$ cat config.mk
export PLATFORM = sky130hd
export DESIGN_NAME = display_scheduler
export DESIGN_NICKNAME = d
export VERILOG_FILES = /design/src/rtl/display_pkg.sv /design/src/rtl/refresh_divider.sv /design/src/rtl/display_scheduler.sv
export SDC_FILE = /design/constraint.sdc
export NUM_CORES = 1
export LEC_CHECK = 0
export CAP_MARGIN = 0
export CORE_MARGIN = 3
export CORE_UTILIZATION = 49
export DETAILED_ROUTE_END_ITERATION = 8
export PLACE_DENSITY_LB_ADDON = 0.3
export SYNTH_ARGS = -nofsm -noshare
export SYNTH_HDL_FRONTEND = slang
export SYNTH_SLANG_ARGS = --single-unit
$ cat constraint.sdc
create_clock -name clk -period 2.95 [get_ports clk]
set_input_delay 0.4425 -clock clk [delete_from_list [all_inputs] [get_ports clk]]
set_output_delay 0.4425 -clock clk [all_outputs]
set_load 0.005 [all_outputs]
$ cat src/rtl/display_pkg.sv
// Shared types and constants for the 8-digit multiplexed hex display scheduler.
package display_pkg;

  localparam int NUM_DIGITS = 8;
  localparam int DIGIT_W    = 4;
  localparam int IDX_W      = $clog2(NUM_DIGITS);
  localparam int FCNT_W     = 4;

  typedef enum logic [1:0] {
    IDLE  = 2'd0,
    OWN_A = 2'd1,
    OWN_B = 2'd2
  } state_t;

  // Requester that wins the next tie from IDLE.
  typedef enum logic {
    RR_A = 1'b0,
    RR_B = 1'b1
  } rr_t;

  typedef logic [NUM_DIGITS-1:0][DIGIT_W-1:0] frame_t;

endpackage

$ cat src/rtl/refresh_divider.sv
// Free-running digit-slot divider; tick is high on the last count of each slot.
module refresh_divider #(
  parameter int REFRESH_DIV = 100000
) (
  input  logic clk,
  input  logic reset,
  output logic tick
);

  localparam int CNT_W = (REFRESH_DIV > 1) ? $clog2(REFRESH_DIV) : 1;
  localparam logic [CNT_W-1:0] LAST = CNT_W'(REFRESH_DIV - 1);

  logic [CNT_W-1:0] cnt;

  assign tick = (cnt == LAST);

  always_ff @(posedge clk or negedge reset) begin
    if (!reset)    cnt <= '0;
    else if (tick) cnt <= '0;
    else           cnt <= cnt + 1'b1;
  end

endmodule

$ cat src/rtl/display_scheduler.sv
// Two-requester arbiter for a scanned 8-digit hex display; ownership and the
// displayed data only ever change at frame boundaries.
module display_scheduler
  import display_pkg::*;
#(
  parameter int REFRESH_DIV = 100000,
  parameter int HOLD_FRAMES = 4
) (
  input  logic        clk,
  input  logic        reset,
  input  logic        req_a,
  input  logic [31:0] data_a,
  input  logic        req_b,
  input  logic [31:0] data_b,
  output logic        grant_a,
  output logic        grant_b,
  output logic [7:0]  anode,
  output logic [2:0]  seg_sel,
  output logic [3:0]  hex_digit,
  output logic        blank
);

  localparam logic [FCNT_W-1:0] HOLD = FCNT_W'(HOLD_FRAMES);

  logic                  tick;
  logic                  boundary;
  logic [IDX_W-1:0]      idx;
  state_t                state, state_nxt;
  rr_t                   rr, rr_nxt;
  logic [FCNT_W-1:0]     fcnt, fcnt_nxt, frames_done;
  frame_t                frame, frame_nxt;
  logic [NUM_DIGITS-1:0] anode_own;

  refresh_divider #(.REFRESH_DIV(REFRESH_DIV)) u_div (
    .clk   (clk),
    .reset (reset),
    .tick  (tick)
  );

  assign boundary = tick && (idx == IDX_W'(NUM_DIGITS - 1));

  // Frames completed by the current owner including the one ending now.
  assign frames_done = (fcnt >= HOLD) ? HOLD : fcnt + 1'b1;

  always_ff @(posedge clk or negedge reset) begin
    if (!reset)    idx <= '0;
    else if (tick) idx <= idx + 1'b1;
  end

  // State register plus everything that commits with it at a boundary.
  always_ff @(posedge clk or negedge reset) begin
    if (!reset) begin
      state <= IDLE;
      rr    <= RR_A;
      fcnt  <= '0;
      frame <= '0;
    end else if (boundary) begin
      state <= state_nxt;
      rr    <= rr_nxt;
      fcnt  <= fcnt_nxt;
      frame <= frame_nxt;
    end
  end

  always_comb begin
    state_nxt = state;
    unique case (state)
      IDLE: begin
        if (req_a && req_b) state_nxt = (rr == RR_A) ? OWN_A : OWN_B;
        else if (req_a)     state_nxt = OWN_A;
        else if (req_b)     state_nxt = OWN_B;
      end
      OWN_A: begin
        if (!req_a)                          state_nxt = req_b ? OWN_B : IDLE;
        else if (req_b && frames_done >= HOLD) state_nxt = OWN_B;
      end
      OWN_B: begin
        if (!req_b)                          state_nxt = req_a ? OWN_A : IDLE;
        else if (req_a && frames_done >= HOLD) state_nxt = OWN_A;
      end
      default: state_nxt = IDLE;
    endcase
  end

  // Grant bookkeeping and the snapshot for the frame about to start.
  always_comb begin
    rr_nxt    = rr;
    fcnt_nxt  = '0;
    frame_nxt = '0;
    if (state_nxt != state) begin
      if (state_nxt == OWN_A) rr_nxt = RR_B;
      if (state_nxt == OWN_B) rr_nxt = RR_A;
    end else if (state != IDLE) begin
      fcnt_nxt = frames_done;
    end
    if (state_nxt == OWN_A) frame_nxt = frame_t'(data_a);
    if (state_nxt == OWN_B) frame_nxt = frame_t'(data_b);
  end

  for (genvar g = 0; g < NUM_DIGITS; g++) begin : g_anode
    assign anode_own[g] = (idx != IDX_W'(g));
  end

  always_comb begin
    grant_a   = (state == OWN_A);
    grant_b   = (state == OWN_B);
    seg_sel   = idx;
    blank     = 1'b1;
    anode     = 8'hFF;
    hex_digit = 4'h0;
    if (state != IDLE) begin
      blank     = 1'b0;
      anode     = anode_own;
      hex_digit = frame[idx];
    end
  end

endmodule

==> impl_metrics.csv, run 1 <==
group,metric,value,unit
sta,max_slew.worst_pin.slew,0.734,ns
sta,maxSlewHeadroom,51.0,%
drt,drtPass1Iterations,4,
synthesis,yosys_warnings,0,
global_route,grt_max_degree,60,
drt,via_count,2700,
worst_setup_path,arrival,2.18,ns
placement,post-dp-hpwl,5.36,mm
run_status,status,"finished, final reports clean",
die,die_h,87.8,um
power_and_ir_drop,p_per_area,387,nW/um^2
die,initial_core_util,51.1,%
synthesis,synth_edf_count,0,
drt,via_per_inst,5.51,
global_route,overflow,0,
sta,fmax,382,MHz
synthesis,synth_cells,327,
sta,setup_tns,0,ns
synthesis,syn-num-nets,405,
die,core_area,6420,um^2
power_and_ir_drop,peakVddDrop,281,uV
final_layout,areaGrowthSynthToFinish,33.9,%
drt,routed_wirelength,7.33,mm
synthesis,ys_ff_latch,59,
global_route,grt_antenna_before_repair,0,
sta,drv_slew,0,
global_route,grt_pass1_wl,12.3,mm
clock_tree,clock_sinks,59,
clock_tree,numCtsBuffers,9,
synthesis,syn_area,3280,um^2
clock_tree,cts_tree,"yes",
worst_setup_path,crit_path_max_fanout,12,
clock_tree,path_clk_slew,0.07,ns
drt,drt_iter0_drc,117,
clock_tree,cts_root_buf,"clkbuf_8",
die,dieArea,7720,um^2
clock_tree,cts_resized,0,
worst_setup_path,r2r_setup_slack,0.41,ns
placement,port-buffer-count,85,
synthesis,synthArstFlopShare,100,%
die,ioPinCount,86,
drt,wire_per_inst,15.0,um
clock_tree,cts_max_path_buffers,2,
synthesis,post_synth.cell_area_avg,10.0,um^2
clock_tree,clk_latency,0.33,ns
sta,setup_viol,0,
synthesis,synthFlopType,"dfrtp_1",
worst_setup_path,critical_path_class,"flip-flop to primary output",
sta,rsz0062_at_grt,"no",
global_route,grt_pass1_vias,2674,
final_layout,nets,487,
placement,dp_cells,475,
synthesis,yosysSeqAreaShare,45.0,%
final_layout,final_cells,490,
sta,layout_setup_ws,0.329,ns
sta,post-route-min-period,2.62,ns
placement,globalplace.congestion,0.874,
final_layout,utilization,68.4,%
final_layout,final_layout_size_suffix_gt1_share,15.3,%
die,num_rows,29,
sta,hold_violations,0,
die,fp.dieW,87.8,um
synthesis,ys_types,40,
final_layout,stdcell_area,4390,um^2
power_and_ir_drop,leakagePower,1.80,nW
drt,drcViolationCount,0,
worst_setup_path,endpoint_kind,"primary output",
clock_tree,post-cts-setup-buffer-count,0,
drt,ant_nets,0,
placement,placed_area,4180,um^2
job,maxCapViolCount,0,
clock_tree,hold_buffers,0,
sta,fin_crit_sh,88.8,%
placement,dpl_worst_slack,0.442,ns
worst_setup_path,critPathLaunchType,"flip-flop",
worst_hold_path,min_path_type,"input pin to asynchronous set/reset pin",
global_route,grtUsageTotal,20.6,%
final_layout,diodes,0,
worst_setup_path,cp_data_required_time,2.51,ns
sta,clock_skew,0.00964,ns
clock_tree,htreeDepth,3,
logic make-up (layout without fill, tap and decap cells):
kind of cell / count (synthesis) / in the layout / synth area share (%)
AND/OR/NAND/NOR: 118 / 118 / 17.3
AO/OA/AOI/OAI: 84 / 84 / 18.5
flip-flops: 59 / 59 / 45.0
buffers and inverters: 30 / 116 / 5.03
XOR/XNOR: 15 / 15 / 4.00
multiplexers: 11 / 11 / 6.44
adder cells (fa/ha/maj): 10 / 10 / 3.81
report_power, final:
group	total (mW)	switching, mW	internal, mW
sequential	0.809	0	0.809
combinational	0.108	0.0302	0.0779
clock	0.783	0.304	0.479
total	1.70	0.334	1.37
path summary, 6_finish.rpt:
path / cells after the start / from / to
max: 4 / seg_sel[1] / anode[7]
min reg2reg: 2 / frame[13] / frame[13]
max in group asynchronous: 2 / reset / state[1]
min: 2 / reset / fcnt[0]
max reg2reg: 10 / fcnt[0] / frame[7]
min in group clk: 2 / frame[13] / frame[13]
through the flow:
stage / power (mW) / hold WS, ns
floorplan: 0.826 / 0.147
global placement: 0.933 / 0.456
detailed placement: 0.934 / 0.463
global route: 1.76 / 0.318
CTS: 1.72 / 0.282
finish: 1.70 / 0.253
layer usage:
metal | track usage (%) | part of all wire [%]
met1 | 25.7 | 43
met2 | 35.1 | 51
met3 | 4.05 | 4.3
met4 | 7.95 | 1.3
met5 | 0 | 0
registers in the layout, indices dropped and copies added, names as in the netlist:
name       count
seg_sel        3
u_div.cnt     17
state          2
rr             1
fcnt           4
frame         32
cells in the mapped netlist (2+ instances only):
master / n / area [um^2]
mux4_2: 8 / 180
nand3_1: 12 / 60.1
nor2b_1: 4 / 25.0
buf_6: 7 / 78.8
nand2_1: 59 / 221
a21oi_1: 5 / 25.0
inv_1: 7 / 26.3
nor3_1: 5 / 25.0
a21o_1: 2 / 15.0
nor2_1: 16 / 60.1
nand3b_1: 3 / 22.5
dfrtp_1: 59 / 1480
clkbuf_1: 16 / 60.1
xor2_1: 3 / 26.3
mux2i_1: 2 / 20.0
o21ai_0: 4 / 20.0
a22oi_1: 32 / 240
ha_1: 10 / 125
o21ai_2: 24 / 210
nand4_1: 5 / 31.3
nor4_1: 2 / 12.5
xnor2_1: 12 / 105
o21ai_1: 12 / 60.1
o22ai_1: 2 / 12.5
cells in the final DEF, fill, tap and decap left out, types with 4 or more instances in the layout:
cell type / Yosys / layout
a21oi_1: 5 / 5
o21ai_2: 24 / 24
nand4_1: 5 / 5
o21ai_1: 12 / 12
nor2_1: 16 / 16
a22oi_1: 32 / 32
dfrtp_1: 59 / 59
xnor2_1: 12 / 12
buf_4: 0 / 7
nand3_1: 12 / 12
inv_1: 7 / 7
clkbuf_8: 0 / 13
nand2_1: 59 / 59
clkdlybuf4s50_1: 0 / 84
ha_1: 10 / 10
mux4_2: 8 / 8
o21ai_0: 4 / 4
nor3_1: 5 / 5
layout make-up:
cell class	instances	area (um^2)
clock buffer	14	183
multi-input combinational	238	1640
inverter	7	26.3
clock inverter	1	30.0
timing repair buffer	94	938
fill	489	2030
sequential	59	1480
tap	77	96.3
worst max-delay path, stage by stage, from the launching register on:
cell and delay (ns):
dfrtp_1 0.72, ha_1 0.29, ha_1 0.28, nand2_1 0.09, clkdlybuf4s50_1 0.46
Power figures use the tool's default switching activity.
==> run 2: changes to the inputs <==
==> constraint.sdc (replaced) <==
create_clock -name clk -period 2.95 [get_ports clk]
set_input_delay 0.7375 -clock clk [delete_from_list [all_inputs] [get_ports clk]]
set_output_delay 0.7375 -clock clk [all_outputs]
set_load 0.005 [all_outputs]
==> impl_metrics.csv, run 2 (synthesized netlist as in run 1, its figures left out) <==
group,metric,value,unit
run_status,status,"finished, final reports clean",
drt,via_count,2740,
worst_setup_path,path_cells,"mux4_2, nand2_1, a21oi_1, clkdlybuf4s50_1",
clock_tree,path_clk_slew,0.07,ns
clock_tree,numCtsBuffers,9,
final_layout,fillers,510,
worst_setup_path,r2r_setup_slack,0.20,ns
global_route,grt_antenna_before_repair,0,
final_layout,final_cell_mix,"84 x clkdlybuf4s50_1, 59 x nand2_1, 59 x dfrtp_1",
worst_setup_path,crit_path_max_fanout,10,
sta,setup_viol,0,
placement,globalplace.congestion,0.849,
global_route,overflow,0,
worst_setup_path,critical_path_class,"flip-flop to primary output",
global_route,grt_pass1_wl,12.7,mm
drt,drtPass1Iterations,4,
drt,drcViolationCount,0,
final_layout,areaGrowthSynthToFinish,33.9,%
die,die_h,87.8,um
die,ioPinCount,86,
die,dieArea,7720,um^2
die,initial_core_util,51.1,%
placement,post-dp-hpwl,5.57,mm
drt,routed_wirelength,7.43,mm
worst_setup_path,critPathSlowestCell,"dfrtp_1",
worst_setup_path,critPathLaunchType,"flip-flop",
clock_tree,clk_latency,0.33,ns
global_route,grtUsageTotal,21.0,%
sta,post-route-min-period,2.84,ns
global_route,grt_max_degree,45,
worst_setup_path,reg2reg_to,"frame[10]",
power_and_ir_drop,leakagePower,1.79,nW
final_layout,largest_register,"frame",
final_layout,nets,491,
global_route,grt_pass1_vias,2798,
clock_tree,cts_tree,"yes",
clock_tree,clock_sinks,59,
final_layout,final_common_cell,"clkdlybuf4s50_1",
worst_setup_path,cp_data_required_time,2.21,ns
final_layout,diodes,0,
sta,fmax,352,MHz
sta,maxSlewHeadroom,53.1,%
sta,setup_tns,0,ns
worst_setup_path,endpoint_kind,"primary output",
die,core_area,6420,um^2
sta,fin_crit_sh,96.2,%
sta,rsz0062_at_grt,"no",
clock_tree,cts_root_buf,"clkbuf_8",
sta,hold_violations,0,
worst_setup_path,rr_startpoint,"fcnt[0]",
clock_tree,cts_max_path_buffers,2,
final_layout,top_regs,"frame (32), u_div.cnt (17), fcnt (4)",
placement,port-buffer-count,85,
drt,drt_iter0_drc,109,
job,maxCapViolCount,0,
drt,ant_nets,0,
worst_setup_path,crit_path_max_incr_delay,0.64,ns
drt,via_per_inst,5.55,
clock_tree,htreeDepth,3,
clock_tree,hold_buffers,0,
die,fp.dieW,87.8,um
worst_hold_path,min_path_type,"input pin to asynchronous set/reset pin",
worst_setup_path,arrival,2.10,ns
final_layout,final_layout_size_suffix_gt1_share,16.1,%
power_and_ir_drop,p_per_area,375,nW/um^2
power_and_ir_drop,peakVddDrop,190,uV
sta,clock_skew,0.00732,ns
die,num_rows,29,
final_layout,largest_reg_flops,32,
drt,wire_per_inst,15.0,um
sta,drv_slew,0,
final_layout,utilization,68.4,%
sta,max_slew.worst_pin.slew,0.697,ns
worst_setup_path,ff2ff_path_depth,9,
-- run 2: cell types whose count changed in the layout (fill, tap and decap cells not counted), sizes merged --
cell	before	now
clkinv	0	1
buf	10	14
inv	7	6
clkinvlp	0	1
clkbuf	14	13
-- run 2: metal layers --
metal / up-vias / part of all wire [%] / wire [um] / global-route usage [%]
met5: - / 0 / 0 / 0
met4: 0 / 2.0 / 150 / 8.51
met3: 15 / 4.3 / 323 / 3.67
met2: 74 / 51 / 3820 / 36.4
met1: 1319 / 42 / 3140 / 26.0
li1: 1332 / - / - / -
-- run 2: final cells by class --
class	count	area, um^2	share of cell area, %
multi-input cells	238	1640	37.4
flip-flops and latches	59	1480	33.6
repair buffers	98	956	21.7
clock buffers	13	159	3.62
well taps	77	96.3	2.19
clock inverters	2	35.0	0.797
inverters	7	30.0	0.683
-- run 2: metrics by stage --
step / worst slack (ns) / total power, mW / cell area [um^2] / hold slack, ns / std cells
final: 0.111 / 1.65 / 4400 / 0.439 / 494
after global routing: 0.00428 / 1.71 / 4400 / 0.489 / 494
after CTS: 0.0920 / 1.66 / 4390 / 0.462 / 494
after detailed placement: 0.178 / 0.937 / 4200 / 0.465 / 479
after global placement: 0.210 / 0.937 / 4200 / 0.457 / 479
after floorplan: 0.227 / 0.826 / 3280 / 0.442 / 327
-- run 2: repair_timing --
item / in CTS / in global routing
endpoints found under the setup margin: 0 / 3
buffers inserted: 0 / 0
gates resized for setup: 0 / 1
-- run 2: how the worst max path moves through the flow --
stage	from	to	slack [ns]	cells after the start
2_1_floorplan	fcnt[0]	frame[0]	0.23	12
3_3_place_gp	req_a	frame[2]	0.21	9
3_5_place_dp	req_a	frame[21]	0.18	9
4_1_cts	seg_sel[0]	hex_digit[0]	0.09	5
5_1_grt	fcnt[0]	frame[10]	0.004	9
6_report	seg_sel[1]	hex_digit[0]	0.11	4
-- run 2: critical path: cells and delay by family (launching register included) --
kind	cells	cell delay (ns)
buffers and inverters	1	0.54
AOI/OAI and AO/OA	1	0.22
muxes	1	0.30
and+or+nand+nor	1	0.07
DFF	1	0.64
-- run 2: where the power goes --
part / internal, mW / switching (mW) / leakage (nW) / total [mW]
clock: 0.431 / 0.296 / 0.0995 / 0.727
combinational: 0.0796 / 0.0314 / 1.08 / 0.111
sequential: 0.809 / 0 / 0.617 / 0.809
total: 1.32 / 0.327 / 1.79 / 1.65
==> run 3: changes to the inputs <==
--- a/config.mk
+++ b/config.mk
@@ -7,9 +7,10 @@
 export LEC_CHECK = 0
 export CAP_MARGIN = 0
 export CORE_MARGIN = 3
-export CORE_UTILIZATION = 49
+export CORE_UTILIZATION = 45
 export DETAILED_ROUTE_END_ITERATION = 8
 export PLACE_DENSITY_LB_ADDON = 0.3
 export SYNTH_ARGS = -nofsm -noshare
 export SYNTH_HDL_FRONTEND = slang
+export SYNTH_HIERARCHICAL = 1
 export SYNTH_SLANG_ARGS = --single-unit
==> impl_metrics.csv, run 3 <==
group,metric,value,unit
worst_setup_path,critical_path_class,"flip-flop to primary output",
synthesis,synthXorXnorAreaFrac,3.99,%
synthesis,synthFlopType,"dfrtp_1",
clock_tree,cts_max_path_buffers,2,
final_layout,final_cells,562,
placement,post-dp-hpwl,5.96,mm
sta,setup_tns,0,ns
sta,fmax,355,MHz
clock_tree,cts_tree,"yes",
sta,fin_crit_sh,95.5,%
drt,drt_iter0_drc,120,
die,ioPinCount,86,
sta,clock_skew,0.00568,ns
worst_hold_path,min_path_type,"flip-flop to flip-flop",
worst_setup_path,crit_path_max_fanout,13,
run_status,status,"finished, final reports clean",
die,initial_core_util,47.4,%
synthesis,synth_most_common_cell,"nand2_1",
power_and_ir_drop,p_per_area,393,nW/um^2
synthesis,ys_types,43,
power_and_ir_drop,peakVddDrop,206,uV
worst_setup_path,rr_startpoint,"u_div/cnt[11]",
clock_tree,path_clk_slew,0.07,ns
synthesis,yosys_warnings,6,
synthesis,synth_top_family_by_area,"simple AND/OR/NAND/NOR gates",
worst_setup_path,critPathLaunchType,"flip-flop",
synthesis,synth_edf_count,0,
final_layout,diodes,0,
drt,via_count,2954,
final_layout,top_regs,"frame (32), u_div/cnt (17), fcnt (4)",
synthesis,synthArstFlopShare,100,%
drt,drtPass1Iterations,4,
drt,drcViolationCount,0,
clock_tree,htreeDepth,3,
final_layout,largest_reg_flops,32,
synthesis,syn-num-nets,460,
die,num_rows,30,
placement,dp_cells,546,
synthesis,ys_ff_latch,59,
placement,port-buffer-count,85,
sta,max_slew.worst_pin.slew,0.725,ns
sta,hold_violations,0,
placement,globalplace.congestion,0.838,
synthesis,synth_area_leaders,"dfrtp_1 45%, nand2_1 10%, a21oi_1 5.9%",
synthesis,synth-simple-area-share,21.5,%
die,fp.dieW,91.5,um
drt,via_per_inst,5.26,
die,core_area,6940,um^2
drt,routed_wirelength,8.07,mm
job,maxCapViolCount,0,
sta,drv_slew,0,
synthesis,yosysTopAreaCell,"dfrtp_1",
synthesis,synth_top_area_share,44.9,%
final_layout,final_layout_size_suffix_gt1_share,8.37,%
sta,post-route-min-period,2.82,ns
drt,ant_nets,0,
worst_setup_path,endpoint_kind,"primary output",
global_route,grt_pass1_vias,2904,
global_route,grt_antenna_before_repair,0,
die,dieArea,8370,um^2
worst_setup_path,critPathSlowestCell,"mux4_2",
final_layout,fillers,566,
final_layout,final_cell_mix,"88 x nand2_1, 84 x clkdlybuf4s50_1, 58 x dfrtp_1",
worst_setup_path,startpoint,"seg_sel[0]",
worst_setup_path,critical_path.top_delay_family,"buffers and inverters",
worst_setup_path,path_cells,"buf_4, mux4_2, nand2_1, a21oi_1, clkdlybuf4s50_1",
worst_hold_path,hp-start,"frame[9]",
global_route,grtUsageTotal,20.2,%
final_layout,areaGrowthSynthToFinish,35.1,%
die,die_h,91.5,um
synthesis,synth_fa_ha_area_share,3.80,%
worst_setup_path,crit_path_max_incr_delay,0.54,ns
clock_tree,cts_root_buf,"clkbuf_8",
sta,maxSlewHeadroom,51.7,%
clock_tree,post-cts-setup-buffer-count,0,
clock_tree,clk_latency,0.33,ns
clock_tree,clock_sinks,59,
global_route,grt_max_degree,66,
global_route,overflow,0,
worst_setup_path,cp_data_required_time,2.21,ns
final_layout,largest_register,"frame",
power_and_ir_drop,leakagePower,1.91,nW
synthesis,muxShareOfSynthArea,6.43,%
worst_setup_path,critical_path_buf_inv_count,2,
clock_tree,numCtsBuffers,9,
drt,wire_per_inst,14.4,um
final_layout,nets,539,
global_route,grt_pass1_wl,13.4,mm
worst_setup_path,arrival,2.08,ns
final_layout,final_common_cell,"nand2_1",
synthesis,syn_area,3290,um^2
synthesis,yosysSeqAreaShare,44.9,%
sta,setup_viol,0,
sta,rsz0062_at_grt,"no",
synthesis,synth_compound_area_share,14.8,%
synthesis,post_synth.cell_area_avg,8.61,um^2
synthesis,synth_commonest_cells,"89 x nand2_1, 59 x dfrtp_1, 44 x nor2_1",
synthesis,synth_cells,382,
run 3: worst paths after layout:
kind / to / slack, ns / cells past startpoint
worst min register to register: frame[9] / 0.48 / 2
worst max register to register: frame[17] / 0.31 / 7
worst min-delay path: frame[9] / 0.48 / 2
min in group asynchronous: u_div/cnt[11] / 0.56 / 2
max in group asynchronous: seg_sel[1] / 1.88 / 2
worst max-delay path: hex_digit[0] / 0.13 / 5
run 3: routing by layer:
metal  share of wire, %  routed length, um  global-route usage (%)  up-vias
met5                  0                  0                       0        -
met4                1.4                112                    8.29        0
met3                5.6                454                    4.56       10
met2                 51               4080                    33.4       79
met1                 42               3420                    25.3     1400
li1                   -                  -                       -     1465
run 3: power breakdown:
group | leakage, nW | switching, mW | internal (mW)
logic | 1.18 | 0.0667 | 0.0990
clock network | 0.104 | 0.305 | 0.461
registers | 0.629 | 0.00195 | 0.810
total | 1.91 | 0.374 | 1.37
run 3: through the flow:
stage / hold WS (ns) / worst slack, ns / utilization [%] / power, mW / cell area [um^2]
after floorplan: 0.442 / 0.262 / - / 0.871 / 3290
after global placement: 0.462 / 0.304 / 61.0 / 0.992 / 4240
after detailed placement: 0.472 / 0.203 / 61.0 / 0.994 / 4240
after CTS: 0.486 / 0.0751 / 64.0 / 1.76 / 4440
after global routing: 0.508 / 0.0339 / 64.0 / 1.82 / 4440
final: 0.482 / 0.133 / 64.0 / 1.74 / 4440
run 3: logic make-up after synthesis:
kind of cell	count (synthesis)
adders and majority gates	10
AOI/OAI and AO/OA	87
xor gates and xnor gates	15
and+or+nand+nor	165
DFF	59
muxes	11
buffers and inverters	35
run 3: what timing repair did:
action,4_1_cts,5_1_grt
hold buffers,0,0
gates resized for setup,0,1
endpoints found under the setup margin,0,2
run 3: area by class of cell:
cell class                      instances  area, um^2  area share, %
Multi-Input combinational cell        288        1670           37.5
Sequential cell                        59        1480           33.3
Timing Repair Buffer                   93         931           21.0
Clock buffer                           15         176           3.97
Tap cell                               96         120           2.70
Inverter                               10        40.0          0.901
Clock inverter                          1        30.0          0.676
run 3: worst reg2reg max path, stage by stage (launching register included):
cell,delay (ns)
dfrtp_1,0.43
or4_1,0.55
or4_4,0.44
nor4_4,0.19
nand2_2,0.38
buf_4,0.36
nand2_1,0.10
o21ai_1,0.06
